--- src/rtl/mem_arbiter.sv ---
// mem_arbiter: shares one single-port memory between port A (core) and
// port B (host/loader). Per-cycle round-robin grant, optional bounded burst
// lock for port B, read data routed back to the winner one cycle later.
// Optional feature: define MEM_ARB_WRITE_PROT_EN to block port-B writes
// below PROT_LIMIT and raise a sticky prot_err flag.
module mem_arbiter #(
    parameter int              AW         = 10,
    parameter int              DW         = 16,
    parameter int              MAX_LOCK   = 8,
    parameter logic [AW-1:0]   PROT_LIMIT = 10'd256
) (
    input  logic          clk,
    input  logic          rst,
    input  logic          req_a,
    input  logic          we_a,
    input  logic [AW-1:0] addr_a,
    input  logic [DW-1:0] wdata_a,
    output logic          gnt_a,
    output logic          rvalid_a,
    output logic [DW-1:0] rdata_a,
    input  logic          req_b,
    input  logic          we_b,
    input  logic [AW-1:0] addr_b,
    input  logic [DW-1:0] wdata_b,
    output logic          gnt_b,
    output logic          rvalid_b,
    output logic [DW-1:0] rdata_b,
    input  logic          lock_b,
    output logic [AW-1:0] mem_addr,
    output logic          mem_we,
    output logic [DW-1:0] mem_wdata,
    input  logic [DW-1:0] mem_rdata,
    output logic          prot_err
);

    typedef enum logic [0:0] {
        ST_ARB    = 1'b0,
        ST_LOCK_B = 1'b1
    } state_t;

    localparam logic [7:0] MAX_LOCK_C = 8'(MAX_LOCK);

    state_t        state_r;
    logic          last_gnt_b_r;     // 1: port B held the most recent grant
    logic [7:0]    lock_cnt_r;
    logic          lock_hold_s;
    logic          gnt_a_s;
    logic          gnt_b_s;
    logic          bus_we_s;
    logic          prot_block_s;
    logic          rd_pend_a_r;
    logic          rd_pend_b_r;
    logic [DW-1:0] rdata_hold_a_r;
    logic [DW-1:0] rdata_hold_b_r;

    // Grant decision: a live burst lock wins outright, otherwise round-robin.
    always_comb begin
        gnt_a_s     = 1'b0;
        gnt_b_s     = 1'b0;
        lock_hold_s = (state_r == ST_LOCK_B) && req_b && lock_b &&
                      (lock_cnt_r < MAX_LOCK_C);
        if (rst) begin
            gnt_a_s = 1'b0;
            gnt_b_s = 1'b0;
        end else if (lock_hold_s) begin
            gnt_b_s = 1'b1;
        end else if (req_a && req_b) begin
            gnt_a_s = last_gnt_b_r;
            gnt_b_s = ~last_gnt_b_r;
        end else begin
            gnt_a_s = req_a;
            gnt_b_s = req_b;
        end
    end

    // Memory bus mux: the granted port drives the bus, idle bus is all zero.
    always_comb begin
        mem_addr  = {AW{1'b0}};
        bus_we_s  = 1'b0;
        mem_wdata = {DW{1'b0}};
        if (gnt_a_s) begin
            mem_addr  = addr_a;
            bus_we_s  = we_a;
            mem_wdata = wdata_a;
        end else if (gnt_b_s) begin
            mem_addr  = addr_b;
            bus_we_s  = we_b;
            mem_wdata = wdata_b;
        end else begin
            mem_addr  = {AW{1'b0}};
            bus_we_s  = 1'b0;
            mem_wdata = {DW{1'b0}};
        end
    end

`ifdef MEM_ARB_WRITE_PROT_EN
    logic prot_err_r;

    assign prot_block_s = gnt_b_s && we_b && (addr_b < PROT_LIMIT);
    assign prot_err     = prot_err_r;

    // Sticky flag for a blocked port-B write; only reset clears it.
    always_ff @(posedge clk) begin
        if (rst) begin
            prot_err_r <= 1'b0;
        end else if (prot_block_s) begin
            prot_err_r <= 1'b1;
        end else begin
            prot_err_r <= prot_err_r;
        end
    end
`else
    assign prot_block_s = 1'b0;
    assign prot_err     = 1'b0;
`endif

    assign gnt_a  = gnt_a_s;
    assign gnt_b  = gnt_b_s;
    assign mem_we = bus_we_s && !prot_block_s;

    // Arbitration FSM: round-robin history and the port-B burst lock counter.
    always_ff @(posedge clk) begin
        if (rst) begin
            state_r      <= ST_ARB;
            last_gnt_b_r <= 1'b1;
            lock_cnt_r   <= 8'd0;
        end else begin
            if (gnt_a_s) begin
                last_gnt_b_r <= 1'b0;
            end else if (gnt_b_s) begin
                last_gnt_b_r <= 1'b1;
            end else begin
                last_gnt_b_r <= last_gnt_b_r;
            end
            case (state_r)
                ST_ARB: begin
                    if (gnt_b_s && lock_b) begin
                        state_r    <= ST_LOCK_B;
                        lock_cnt_r <= 8'd1;
                    end else begin
                        state_r    <= ST_ARB;
                        lock_cnt_r <= 8'd0;
                    end
                end
                ST_LOCK_B: begin
                    if (lock_hold_s) begin
                        state_r    <= ST_LOCK_B;
                        lock_cnt_r <= lock_cnt_r + 8'd1;
                    end else begin
                        state_r    <= ST_ARB;
                        lock_cnt_r <= 8'd0;
                    end
                end
                default: begin
                    state_r    <= ST_ARB;
                    lock_cnt_r <= 8'd0;
                end
            endcase
        end
    end

    // Read tracking: remember which port owns the read in flight and keep the
    // last returned word so rdata holds between reads.
    always_ff @(posedge clk) begin
        if (rst) begin
            rd_pend_a_r    <= 1'b0;
            rd_pend_b_r    <= 1'b0;
            rdata_hold_a_r <= {DW{1'b0}};
            rdata_hold_b_r <= {DW{1'b0}};
        end else begin
            rd_pend_a_r <= gnt_a_s && !we_a;
            rd_pend_b_r <= gnt_b_s && !we_b;
            if (rd_pend_a_r) begin
                rdata_hold_a_r <= mem_rdata;
            end else begin
                rdata_hold_a_r <= rdata_hold_a_r;
            end
            if (rd_pend_b_r) begin
                rdata_hold_b_r <= mem_rdata;
            end else begin
                rdata_hold_b_r <= rdata_hold_b_r;
            end
        end
    end

    // The memory output register supplies the data in the return cycle; a
    // read in flight when reset arrives is dropped.
    assign rvalid_a = rd_pend_a_r && !rst;
    assign rvalid_b = rd_pend_b_r && !rst;
    assign rdata_a  = rst ? {DW{1'b0}} : (rd_pend_a_r ? mem_rdata : rdata_hold_a_r);
    assign rdata_b  = rst ? {DW{1'b0}} : (rd_pend_b_r ? mem_rdata : rdata_hold_b_r);

endmodule

--- config.mk ---
export PLATFORM = sky130hd
export DESIGN_NAME = mem_arbiter
export DESIGN_NICKNAME = d
export VERILOG_FILES = /design/src/rtl/mem_arbiter.sv
export SDC_FILE = /design/constraint.sdc
export NUM_CORES = 1
export LEC_CHECK = 0
export CAP_MARGIN = 25
export CORE_MARGIN = 3
export CORE_UTILIZATION = 37
export DETAILED_ROUTE_END_ITERATION = 7
export PLACE_DENSITY = 0.79
export SLEW_MARGIN = 20
export SYNTH_ARGS = -nofsm -noshare
export SYNTH_HDL_FRONTEND = slang
export SYNTH_SLANG_ARGS = --single-unit
--- constraint.sdc ---
create_clock -name clk -period 2 [get_ports clk]
set_input_delay 0.4 -clock clk [delete_from_list [all_inputs] [get_ports clk]]
set_output_delay 0.4 -clock clk [all_outputs]
set_load 0.01 [all_outputs]
==> impl_results.md, run 1 <==
* Max Slew Vio Count at 0
* Top-area cell type share of the netlist area at 38.7%
* CORE AREA at approximately 0.0057 sq mm
* Run status: complete, but fails checks
* Ys async rst share at 0%
* Nets at around 470
* Tcrit/Tclk final at 114%
* CTS Hold Bufs at 0
* Die height at about 84 um
* First-pass GRT wire length at 11.4 mm
* Synth unique cells at 26
* Worst skew pair latency at around 290 ps
* RSZ-0062 raised after global routing: yes
* Port bufs at 137
* Synth Register Bits at 44
* Synth top cells by count: dfxtp_1 (44), nor2_1 (37), inv_1 (32), mux2i_1 (32), nand2_1 (28)
* Final instance count without filler cells at around 470
* Hold Path Class: register to register
* Delay-heaviest family, CP: buffers and inverters
* Worst VDD drop at ~0.51 mV
* Final HPWL DP at between 5 and 6 mm
* CP Capture Type: output pin
* Synthesized area at roughly 0.0023 sq mm
* Fin crit period at roughly 2300 ps
* Register area share after synthesis at 38.7%
* CTS sink cnt at 44
* Arr. time, crit path at ~1900 ps
* Fill count at ~460
* Initial DRC count at 28
* Multi-input logic area at 0.00133 sq mm
* Die area at between 0.007 and 0.008 sq mm
* Finished Cell Area at between 0.004 and 0.005 sq mm
* CP bufs+invs at 4
* Critical Path RT at around 1600 ps
* TritonCTS clock tree: yes
* Largest net degree at the start of global routing at 19
* Starting Density at about two fifths
* Crit path launch type: input pin
* GPL Wtd Cong at ~0.82
* Vias in the first global route at roughly 2300
* Violations in the final reports: negative setup slack
* Static Leakage at 1.74 nW
* Final WL at between 7 and 8 mm
* Antenna cell count at 0
* Cell Pwr Density at approximately 520 mW/mm^2
* Clock root cell: clkbuf_8
* Max-capacitance violation count at 0
* CTS clock-pin slew for the worst setup and hold paths at roughly 70 ps
* Crit-path cells: clkdlybuf4s50_1, a221o_2, buf_6, buf_16, o32ai_4, buf_2
* DR WL/cell at around 16 um
* Synth top area cells: dfxtp_1 (39%), o32ai_2 (19%), mux2i_1 (14%)
* Crit Path Class: input pin to output pin
* Final WS setup at -288 ps
* Post-synth top area cell: dfxtp_1
* CTS Buf Count at 5
* CTS max path bufs at 2
* Num rows at 27
* Vias/cell at roughly 4.8
* Critical path's slowest cell: clkdlybuf4s50_1
* Synth Warn # at 0
* Post-DP Area at just under 0.004 sq mm
* Via count at around 2200
* FMAX at approximately 440 MHz
* Endpoints failing setup at 28
* Die width at between 80 and 90 um
* GRT Overall Usage at ~20%
* Post-synth EDFFs at 0
* Antenna violations before repair at 0
* Fin. Hold Viols at 0
* Inst Count DP at 450
* DRC at 0
* Area delta synth->final at 76.0%
* Ports at approximately 140
* Gr ovfl total at 0
* Total Power at 2.10 mW
* Critical-path maximum fanout at 8
* Worst Skew at just over 10 ps
* Max incr delay on CP at 440 ps
* Layout cells sized above 1 at between 30 and 40%
* Post-DRT Antenna Nets at 0
* CTS HTree Levels at 2
* First-pass DRT Iterations at 4
* Primary FF master, synth: dfxtp_1
* Syn Inst Count at 239
* Most common cell in the netlist: dfxtp_1
* Mapped Avg Cell Area at ~9.5 sq um
* Register area at slightly below 900 sq um
==> per-layer routing <==
layer	global-route usage [%]	vias to the layer above	wire, um
li1	-	1108	-
met1	22.1	1014	2920
met2	34.2	113	3420
met3	8.44	9	881
met4	5.18	0	96
met5	0	-	0
==> flip-flops by register name, indices dropped and copies added, names as in the netlist <==
register	count
rdata_hold_a_r	16
rdata_hold_b_r	16
lock_cnt_r	8
last_gnt_b_r	1
rd_pend_a_r	1
rd_pend_b_r	1
state_r	1
==> per-stage QoR <==
stage,hold WS (ps),TNS (ps),setup slack (ps),utilization [%]
global placement,482,-34110,-780,67.3
detailed placement,494,-35660,-832,67.3
CTS,500,-7840,-358,69.3
floorplan,444,0,229,-
global route,527,-8040,-337,69.7
finish,497,-6480,-288,69.7
==> worst register-to-register path, stage by stage, from the launching register on <==
cell and delay, ps:
dfxtp_2 330, and4b_4 200, a221o_2 390, buf_6 150, buf_16 140, buf_4 130
a21o_1 140
==> final timing paths <==
kind | start | to | slack [ps] | cells past startpoint
setup reg to reg | state_r | last_gnt_b_r | 420 | 6
hold / removal | lock_cnt_r[0] | lock_cnt_r[0] | 500 | 1
hold reg to reg | lock_cnt_r[0] | lock_cnt_r[0] | 500 | 1
setup / recovery | rst | mem_addr[1] | -290 | 6
==> cell usage in the layout, fill, tap and decap left out, types with 2 or more instances in the layout <==
master	Yosys	routed
buf_12	0	10
buf_16	0	3
buf_2	7	42
buf_4	1	15
buf_6	5	4
clkbuf_2	0	16
clkbuf_8	0	6
clkdlybuf4s15_1	0	2
clkdlybuf4s50_1	0	71
clkinv_2	0	2
conb_1	1	5
dfxtp_1	44	42
dfxtp_2	0	2
dlygate4sd2_1	0	3
inv_1	32	32
mux2i_1	32	32
nand2_1	28	28
nand3_1	2	2
nor2_1	37	20
nor2_2	0	12
nor2_4	0	5
nor2b_1	2	2
nor3_1	2	2
o32ai_2	27	19
o32ai_4	0	8
==> cell type report <==
cell class / count / share of cell area [%]
multi-input cells: 146 / 33.2
clock inverters: 2 / 0.250
inverters: 32 / 3.00
clock buffers: 6 / 2.06
flip-flops and latches: 44 / 22.1
well taps: 72 / 2.25
repair buffers: 166 / 37.1
==> what timing repair did <==
action                                  in CTS  in global routing
pin swaps                                    5                  5
setup buffers                                7                  0
endpoints found under the setup margin      63                 58
cloned                                       4                  0
resized for setup                          229                 50
==> cell families (layout without fill, tap and decap cells) <==
logic type	Yosys count	after routing	synth area share, %
AOI/OAI and AO/OA	32	32	20.8
and+or+nand+nor	74	74	14.0
buffers and inverters	53	206	10.9
other	1	5	0.165
xor gates and xnor gates	2	2	0.770
adders and majority gates	1	1	0.550
muxes	32	32	14.1
DFF	44	44	38.7
==> report_power, final <==
group          switching (mW)  internal [mW]  leakage, nW
registers              0.0107          0.904        0.359
logic                   0.274          0.351         1.33
clock network           0.282          0.276       0.0510
total                   0.568           1.53         1.74
(Power assumes the default switching activity.)
==> run 2, diff against run 1 <==
--- a/config.mk
+++ b/config.mk
@@ -14,3 +14,4 @@
 export SYNTH_ARGS = -nofsm -noshare
 export SYNTH_HDL_FRONTEND = slang
 export SYNTH_SLANG_ARGS = --single-unit
+export TNS_END_PERCENT = 100
==> results of run 2 <==
No change in the layout: final DEF, timing and power equal those of run 1.
